$ cat src/rtl/reg_arb_pkg.sv
// Shared types and constants for the register write arbiter.
// Optional feature macro used by the top level: ARB_STATS_EN.
package reg_arb_pkg;

  typedef enum logic [1:0] {
    IDLE   = 2'd0,
    WRITE  = 2'd1,
    SETTLE = 2'd2,
    ACK    = 2'd3
  } arb_state_e;

  localparam int STAT_W = 8;
  localparam logic [STAT_W-1:0] STAT_MAX = '1;

endpackage

$ cat src/rtl/rr_priority_pick.sv
// Round-robin priority picker: returns the first set request bit found
// when searching upward from last_grant+1, wrapping around to bit 0.
module rr_priority_pick #(
  parameter int N_REQ = 4,
  parameter int IDX_W = $clog2(N_REQ)
) (
  input  logic [N_REQ-1:0] req,
  input  logic [IDX_W-1:0] last_grant,
  output logic             found,
  output logic [IDX_W-1:0] winner
);

  // Scan every candidate once, starting just after the previous winner
  always_comb begin
    int          idx;
    logic [IDX_W-1:0] idx_b;
    found  = 1'b0;
    winner = '0;
    idx    = 0;
    idx_b  = '0;
    for (int k = 1; k <= N_REQ; k++) begin
      idx   = (int'(last_grant) + k) % N_REQ;
      idx_b = IDX_W'(idx);
      if (!found && req[idx_b]) begin
        found  = 1'b1;
        winner = idx_b;
      end
    end
  end

endmodule

$ cat src/rtl/reg_write_arbiter.sv
// Shares one enabled D-register among N_REQ requesters. Each grant takes a
// fixed four cycles: capture, write pulse, read-back, acknowledge.
// Optional feature macro: ARB_STATS_EN adds per-requester saturating
// acknowledge counters on port grant_cnt.
module reg_write_arbiter
  import reg_arb_pkg::*;
#(
  parameter int N_REQ = 4,
  parameter int WIDTH = 1
) (
  input  logic                       clk,
  input  logic                       rst,
  input  logic [N_REQ-1:0]           req,
  input  logic [N_REQ*WIDTH-1:0]     req_data,
  output logic [N_REQ-1:0]           ack,
  output logic [WIDTH-1:0]           rd_data,
  output logic [$clog2(N_REQ)-1:0]   grant_id,
  output logic                       busy,
  output logic                       reg_en,
  output logic [WIDTH-1:0]           reg_d,
  input  logic [WIDTH-1:0]           reg_q
`ifdef ARB_STATS_EN
  ,
  output logic [N_REQ*STAT_W-1:0]    grant_cnt
`endif
);

  localparam int IDX_W = $clog2(N_REQ);
  localparam logic [IDX_W-1:0] LAST_RESET = IDX_W'(N_REQ - 1);

  arb_state_e       state_q, state_d;
  logic [IDX_W-1:0] grant_id_q, grant_id_d;
  logic [IDX_W-1:0] last_grant_q, last_grant_d;
  logic [WIDTH-1:0] reg_d_q, reg_d_d;
  logic [WIDTH-1:0] rd_data_q, rd_data_d;

  logic             pick_found;
  logic [IDX_W-1:0] pick_winner;

  rr_priority_pick #(
    .N_REQ(N_REQ),
    .IDX_W(IDX_W)
  ) u_pick (
    .req       (req),
    .last_grant(last_grant_q),
    .found     (pick_found),
    .winner    (pick_winner)
  );

  // State and datapath registers; reset drops any transaction in flight
  always_ff @(posedge clk) begin
    if (rst) begin
      state_q      <= IDLE;
      grant_id_q   <= '0;
      last_grant_q <= LAST_RESET;
      reg_d_q      <= '0;
      rd_data_q    <= '0;
    end else begin
      state_q      <= state_d;
      grant_id_q   <= grant_id_d;
      last_grant_q <= last_grant_d;
      reg_d_q      <= reg_d_d;
      rd_data_q    <= rd_data_d;
    end
  end

  // Next state: request data is only sampled while idle
  always_comb begin
    int base;
    state_d      = state_q;
    grant_id_d   = grant_id_q;
    last_grant_d = last_grant_q;
    reg_d_d      = reg_d_q;
    rd_data_d    = rd_data_q;
    base         = int'(pick_winner) * WIDTH;
    case (state_q)
      IDLE: begin
        if (pick_found) begin
          grant_id_d = pick_winner;
          reg_d_d    = req_data[base +: WIDTH];
          state_d    = WRITE;
        end
      end
      WRITE:  state_d = SETTLE;
      SETTLE: begin
        rd_data_d = reg_q;
        state_d   = ACK;
      end
      ACK: begin
        last_grant_d = grant_id_q;
        state_d      = IDLE;
      end
      default: state_d = IDLE;
    endcase
  end

  // Outputs decoded straight from the registered state
  always_comb begin
    ack    = '0;
    reg_en = (state_q == WRITE);
    busy   = (state_q != IDLE);
    if (state_q == ACK) begin
      ack[grant_id_q] = 1'b1;
    end
  end

  assign grant_id = grant_id_q;
  assign reg_d    = reg_d_q;
  assign rd_data  = rd_data_q;

`ifdef ARB_STATS_EN
  logic [STAT_W-1:0] cnt_q [N_REQ];
  logic [STAT_W-1:0] cnt_d [N_REQ];

  // Acknowledge counters, cleared by reset
  always_ff @(posedge clk) begin
    if (rst) begin
      for (int i = 0; i < N_REQ; i++) cnt_q[i] <= '0;
    end else begin
      for (int i = 0; i < N_REQ; i++) cnt_q[i] <= cnt_d[i];
    end
  end

  // Bump the winner's counter once per acknowledge, holding at the maximum
  always_comb begin
    for (int i = 0; i < N_REQ; i++) cnt_d[i] = cnt_q[i];
    if (state_q == ACK && cnt_q[grant_id_q] != STAT_MAX) begin
      cnt_d[grant_id_q] = cnt_q[grant_id_q] + 1'b1;
    end
  end

  // Flatten the counters onto the packed output port
  always_comb begin
    grant_cnt = '0;
    for (int i = 0; i < N_REQ; i++) grant_cnt[i*STAT_W +: STAT_W] = cnt_q[i];
  end
`endif

endmodule

$ cat config.mk
export PLATFORM = sky130hd
export DESIGN_NAME = reg_write_arbiter
export DESIGN_NICKNAME = d
export VERILOG_FILES = /design/src/rtl/reg_arb_pkg.sv /design/src/rtl/rr_priority_pick.sv /design/src/rtl/reg_write_arbiter.sv
export SDC_FILE = /design/constraint.sdc
export NUM_CORES = 1
export LEC_CHECK = 0
export BUFFER_PORTS_ARGS = -buffer_cell sky130_fd_sc_hd__buf_4
export CAP_MARGIN = 30
export CELL_PAD_IN_SITES_DETAIL_PLACEMENT = 0
export CELL_PAD_IN_SITES_GLOBAL_PLACEMENT = 1
export CORE_UTILIZATION = 38
export CTS_BUF_LIST = sky130_fd_sc_hd__clkbuf_4 sky130_fd_sc_hd__clkbuf_8
export DETAILED_ROUTE_END_ITERATION = 8
export PLACE_DENSITY = 0.86
export SETUP_SLACK_MARGIN = 0.02
export SLEW_MARGIN = 20
export SYNTH_ARGS = -nofsm -noshare
export SYNTH_HDL_FRONTEND = slang
export SYNTH_SLANG_ARGS = --single-unit
$ cat constraint.sdc
create_clock -name clk -period 3.74 [get_ports clk]
set_clock_uncertainty 0.05 [all_clocks]
set_input_delay 0.561 -clock clk [delete_from_list [all_inputs] [get_ports clk]]
set_output_delay 0.561 -clock clk [all_outputs]
set_load 0.005 [all_outputs]
# [Word-level counts from Yosys, hierarchy flattened]
# Index checks and enable logic that the tools add are counted.
[totals] in_bits=11 reg_bits=8 output_inout_bits=10
[op_classes] n_mux=21 eq_ne=4 reduce_logical=10 n_addsub=4 shift=1 magnitude_cmp=6
[ops] cell="$lt A2 B3 Y1 const B" n=5
[ops] cell="$mux W2" n=5
[ops] cell="$mux W1" n=9
[ops] cell="$bmux W1 S2" n=4
[ops] cell="$pmux W2 S4" n=1
[ops] cell="$add A2 B1 Y2 const B" n=2
[ops] cell="$add A2 B2 Y2 const B" n=2
[ops] cell="$eq A2 B2 Y1 const B" n=2
[ops] cell="$logic_and A1 B1 Y1" n=4
[ops] cell="$mux W4" n=1
[ops] cell="$shiftx A4 B3 Y1" n=1
[ops] cell="$logic_not A1 Y1" n=3
[ops] cell="$demux W1 S2" n=1
[ops] cell="$eq A2 B1 Y1 const B" n=1
[ops] cell="$ge A2 B1 Y1 const B" n=1
[ops] cell="$logic_not A2 Y1" n=1
[ops] cell="$ne A2 B2 Y1 const B" n=1
[ops] cell="$reduce_and A2 Y1" n=1
[ops] cell="$reduce_bool A2 Y1" n=1

# [Longest topological paths before layout]
[depth] ltp_word=15 ltp_mapped=6 ltp_nobuf=6

# [Hierarchy]
# From an unflattened synthesis, not the netlist that was laid out.
[unflattened] hier_cells=59 hier_area_um2=505.5
[modules_own_cells] mod="reg_write_arbiter" cells_each=45 instances=1 area_each_um2=414.1
[modules_own_cells] mod="rr_priority_pick" cells_each=14 instances=1 area_each_um2=91.3

# [Worst setup path after synthesis]
# OpenSTA, ideal clock, no wires.
[synth_timing] path_type="input port to flip-flop" startpoint="input port req[1]" endpoint="register reg_d_q (netlist: reg_d)" path_stages=4 path_slack_ns=2.098 setup_ns=0.126 t_arrival_ns=1.466 cell_sequence="or2_4 a311oi_4 mux2i_1 o221ai_2"
[synth_via] elab_chain_len=13 word_cells_on_any_way=24 cone_classes="1 x shift; 16 x mux; 7 x reduce/logical"
[synth_rtl] item="start: declaration" line="reg_write_arbiter.sv:13" text="input logic [N_REQ-1:0] req,"
[synth_rtl] item="$bmux W1 S2" line="rr_priority_pick.sv:24" text="if (!found && req[idx_b]) begin"
[synth_rtl] item="$mux W1 (not written as such)" line="rr_priority_pick.sv:24"
[synth_rtl] item="$mux W1" line="rr_priority_pick.sv:24"
[synth_rtl] item="$logic_not A1 Y1" line="rr_priority_pick.sv:24"
[synth_rtl] item="$logic_and A1 B1 Y1" line="rr_priority_pick.sv:24"
[synth_rtl] item="$mux W1" line="rr_priority_pick.sv:24"
[synth_rtl] item="$logic_not A1 Y1" line="rr_priority_pick.sv:24"
[synth_rtl] item="$logic_and A1 B1 Y1" line="rr_priority_pick.sv:24"
[synth_rtl] item="$mux W1" line="rr_priority_pick.sv:24"
[synth_rtl] item="$logic_not A1 Y1" line="rr_priority_pick.sv:24"
[synth_rtl] item="$logic_and A1 B1 Y1" line="rr_priority_pick.sv:24"
[synth_rtl] item="$mux W2 / $mux W1 (equally long branches)" line="rr_priority_pick.sv:24"
[synth_rtl] item="$shiftx A4 B3 Y1 / $reduce_and A2 Y1 (equally long branches)"
[synth_rtl] item="end signal: assignment" line="reg_write_arbiter.sv:62" text="reg_d_q <= reg_d_d;"
[synth_rtl] item="end: declaration" line="reg_write_arbiter.sv:34" text="logic [WIDTH-1:0] reg_d_q, reg_d_d;"
# Several ways; a longest one is shown, not always the timed one. The select of a mux whose other input is x is not followed.
# A chain may end at the register's enable or synchronous reset.

# [Worst setup path after layout]
[layout_timing] startpoint="register state_q[1]" endpoint="output port ack[1]"
[layout_via] elab_chain_len=2
[layout_rtl] item="start: declaration" line="reg_write_arbiter.sv:31" text="arb_state_e state_q, state_d;"
[layout_rtl] item="start signal: assignment" line="reg_write_arbiter.sv:59" text="state_q <= state_d;"
[layout_rtl] item="$eq A2 B2 Y1" line="reg_write_arbiter.sv:102" text="if (state_q == ACK) begin"
[layout_rtl] item="$mux W4" line="reg_write_arbiter.sv:102"
[layout_rtl] item="end: declaration" line="reg_write_arbiter.sv:15" text="output logic [N_REQ-1:0] ack,"
# Every way passes these cells.

==> impl_results.rst <==
.. list-table::
   :header-rows: 1

   * - Metric
     - Value
   * - Result of the run
     - completed
   * - Period utilisation layout
     - 0.5047
   * - Crit Reg-Reg Startpoint
     - state_q[1]
   * - Asr flop ratio synth
     - 0
   * - Hold slack
     - between 0.4 and 0.5 ns
   * - CTS tree
     - yes
   * - Worst min-delay path class
     - reg -> reg
   * - Global-route congestion overflow total
     - 0
   * - Cell type with the highest aggregate area in the netlist
     - sky130_fd_sc_hd__dfxtp_1
   * - Critical path class
     - reg -> out
   * - Required time at the endpoint of the critical path
     - roughly 3.1 ns
   * - Hold path startpoint
     - rd_data
   * - Final hold violation count
     - 0
   * - GR Util All Layers
     - 0.1545
   * - Maximum achievable frequency
     - between 0.5 and 0.6 GHz
   * - Top-level I/O count
     - 21
   * - Worst-case vdd ir drop
     - around 0.00024 V
   * - Detailed-router iteration count before antenna repair
     - 3
   * - Power density over cell area
     - about 470 mW/mm^2
   * - Top post-synthesis cells by count
     - 8 x sky130_fd_sc_hd__dfxtp_1, 7 x sky130_fd_sc_hd__nand2_1, 6 x sky130_fd_sc_hd__a21oi_1, 6 x sky130_fd_sc_hd__nor2_1, 5 x sky130_fd_sc_hd__ha_1
   * - Crit-path max FO
     - 4
   * - Kind of cell adding the most delay to the critical path
     - flip-flops
   * - Crit path buf inv count
     - 2
   * - Post-synthesis instance area
     - around 560 um^2
   * - Number of global-route vias before repair
     - 409
   * - Number of standard-cell rows in the floorplan
     - 13
   * - Worst slew margin
     - 0.6239
   * - Clock tree sinks
     - 8
   * - Clock network latency to the later pin of the worst-skew pair
     - 0.25 ns
   * - Synthesized netlist net count
     - 80
   * - Number of maximum-capacitance violations
     - 0
   * - Global Route met2 Usage
     - 0.2778
   * - Global routing met1 resource utilization
     - 0.1678
   * - Crit path max-delay cell type
     - sky130_fd_sc_hd__dfxtp_1
   * - Crit. Startpoint
     - state_q[1]
   * - Clock root buffer
     - sky130_fd_sc_hd__clkbuf_4
   * - RSZ-0062 raised after global routing
     - no
   * - Setup tns final
     - 0 ns
   * - Initial DRC count
     - 6
   * - Synth area leaders
     - sky130_fd_sc_hd__dfxtp_1 29%, sky130_fd_sc_hd__ha_1 11%, sky130_fd_sc_hd__a21oi_1 5.4%, sky130_fd_sc_hd__mux2i_1 5.4%, sky130_fd_sc_hd__a311oi_4 4.7%
   * - Sequential cell area fraction in the yosys report
     - 0.2864
   * - Post-route DRC violation count
     - 0
   * - Main flop type after synthesis
     - sky130_fd_sc_hd__dfxtp_1
   * - Dominant cell by count in the synthesized netlist
     - sky130_fd_sc_hd__dfxtp_1
   * - Critical path capture point type
     - output pin
   * - Post-synth EDFFs
     - 0
   * - Area after detailed placement
     - a little over 700 um^2
   * - Largest incremental delay on the critical path
     - between 0.3 and 0.4 ns
   * - Warnings, synthesis
     - 0
   * - Power, Total
     - 351.2 uW
   * - Final min period
     - 1.888 ns
   * - Pin count of the biggest net entering global routing
     - 10
   * - Number of antenna violations at the first check in global routing
     - 0
   * - Routing usage on met3
     - 0.06667
   * - Cell leakage power
     - between 0.3 and 0.4 nW
   * - Area grow syn2layout
     - 33.56%
   * - Initial Util
     - 0.4193
   * - Total vias in the final route
     - slightly above 500
   * - Busiest metal layer after global routing
     - met2
   * - Fraction of final layout cells with drive strength greater than 1
     - 0.3372
   * - Portion of synthesized cell area occupied by the leading cell type
     - 0.2864
   * - CTS Buf Count
     - 3
   * - Clock transition at the registers of the reported paths
     - 0.06 ns
   * - Setup bufs post-CTS
     - 0
   * - Core Box Area
     - approximately 0.0013 mm^2
   * - Critical path cell sequence
     - ha_1 > inv_1 > nor3b_1 > buf_4
   * - Die area
     - 0.001629 mm^2
   * - RePlAce Congestion
     - 0.7221
   * - Number of vias per cell
     - ~5.0
   * - Avg WL per Cell
     - between 10 and 15 um
   * - X dimension of the die
     - ~40 um
   * - Total inserted antenna cells
     - 0
   * - WL final
     - 1189 um
   * - Number of buffers on the longest clock path
     - 2
   * - Number of cells upsized or downsized after cts
     - 0
   * - Instance count of the mapped netlist
     - 64
   * - Final non-filler cell area
     - around 750 um^2
   * - Netlist cell types
     - 28
   * - Number of register bits inferred by synthesis
     - 8
   * - Signal arrival time at the worst endpoint
     - approximately 1.3 ns
   * - Post-layout nets
     - ~100
   * - Global-route wire length before repair
     - approximately 1600 um
   * - CTS Hold Bufs
     - 0
   * - Mean instance size in the synthesized netlist
     - ~8.7 um^2
   * - Die height
     - between 40 and 50 um
   * - Slew of the pin with the lowest slew margin
     - around 0.56 ns
   * - Number of routed nets with antenna violations
     - 0
   * - Startpoint type of the worst setup path
     - flip-flop
   * - Number of port buffers
     - 20
   * - Final slew viol count
     - 0
   * - Final setup violation count
     - 0
   * - HPWL Detailed
     - 929.4 um
   * - H-tree lvl count
     - 1
kinds of logic (layout without fill, tap and decap cells):
family,count (synthesis),count (layout),synth area share
multiplexers,3,3,0.05369
buffers and inverters,5,27,0.03354
AND/OR/NAND/NOR,29,29,0.2931
flip-flops,8,8,0.2863
AO/OA/AOI/OAI,14,14,0.2215
adder cells (fa/ha/maj),5,5,0.1119
worst reg2reg max path, stage by stage (launching register included):
cell	delay [ns]
sky130_fd_sc_hd__dfxtp_1	0.34
sky130_fd_sc_hd__inv_1	0.11
sky130_fd_sc_hd__ha_1	0.25
sky130_fd_sc_hd__o41ai_2	0.14
sky130_fd_sc_hd__nor2_1	0.14
sky130_fd_sc_hd__or4b_1	0.46
sky130_fd_sc_hd__o221ai_2	0.16
cells in the final DEF, fill, tap and decap left out, types with 2 or more instances in the layout:
cell type	n
sky130_fd_sc_hd__buf_4	20
sky130_fd_sc_hd__dfxtp_1	8
sky130_fd_sc_hd__nand2_1	7
sky130_fd_sc_hd__nor2_1	6
sky130_fd_sc_hd__a21oi_1	6
sky130_fd_sc_hd__ha_1	5
sky130_fd_sc_hd__inv_1	4
sky130_fd_sc_hd__mux2i_1	3
sky130_fd_sc_hd__clkbuf_4	3
sky130_fd_sc_hd__nor3_1	2
sky130_fd_sc_hd__nand3_1	2
sky130_fd_sc_hd__or2b_1	2
sky130_fd_sc_hd__o31ai_1	2
metrics by stage:
step / worst slack (ns) / std cells / utilization
final: 1.852 / 101 / 0.5600
after global routing: 1.751 / 101 / 0.5600
after CTS: 1.845 / 101 / 0.5600
after detailed placement: 1.854 / 98 / 0.5432
after global placement: 1.839 / 98 / 0.5432
after floorplan: 2.098 / 64 / -
area by class of cell:
type | count | area [um^2]
Sequential cell | 8 | 160.2
Timing Repair Buffer | 20 | 150.1
Tap cell | 15 | 18.77
Clock buffer | 3 | 22.52
Multi-Input combinational cell | 51 | 380.4
Inverter | 4 | 15.01
Fill cell | 128 | 586.8
where the power goes:
group | internal [mW] | total (mW) | switching, mW
registers | 0.106 | 0.128 | 0.0223
clock network | 0.0368 | 0.0674 | 0.0306
logic | 0.0816 | 0.155 | 0.0739
total | 0.224 | 0.351 | 0.127
per-layer routing:
metal,wire [um],vias to the layer above
met5,0,-
met4,0,0
met3,55,0
met2,574,11
met1,558,224
li1,-,272
flip-flops by register name, indices dropped and copies added, names as in the netlist:
register / count
grant_id: 2
reg_d: 1
last_grant_q: 2
state_q: 2
rd_data: 1
final timing paths:
check / endpoint / slack, ns / cells after the start
worst max-delay path: ack[1] / 1.85 / 4
worst min-delay path: rd_data / 0.45 / 2
worst max register to register: reg_d / 2.01 / 6
worst min register to register: rd_data / 0.45 / 2
No activity file was read; power rests on OpenSTA's default activity.
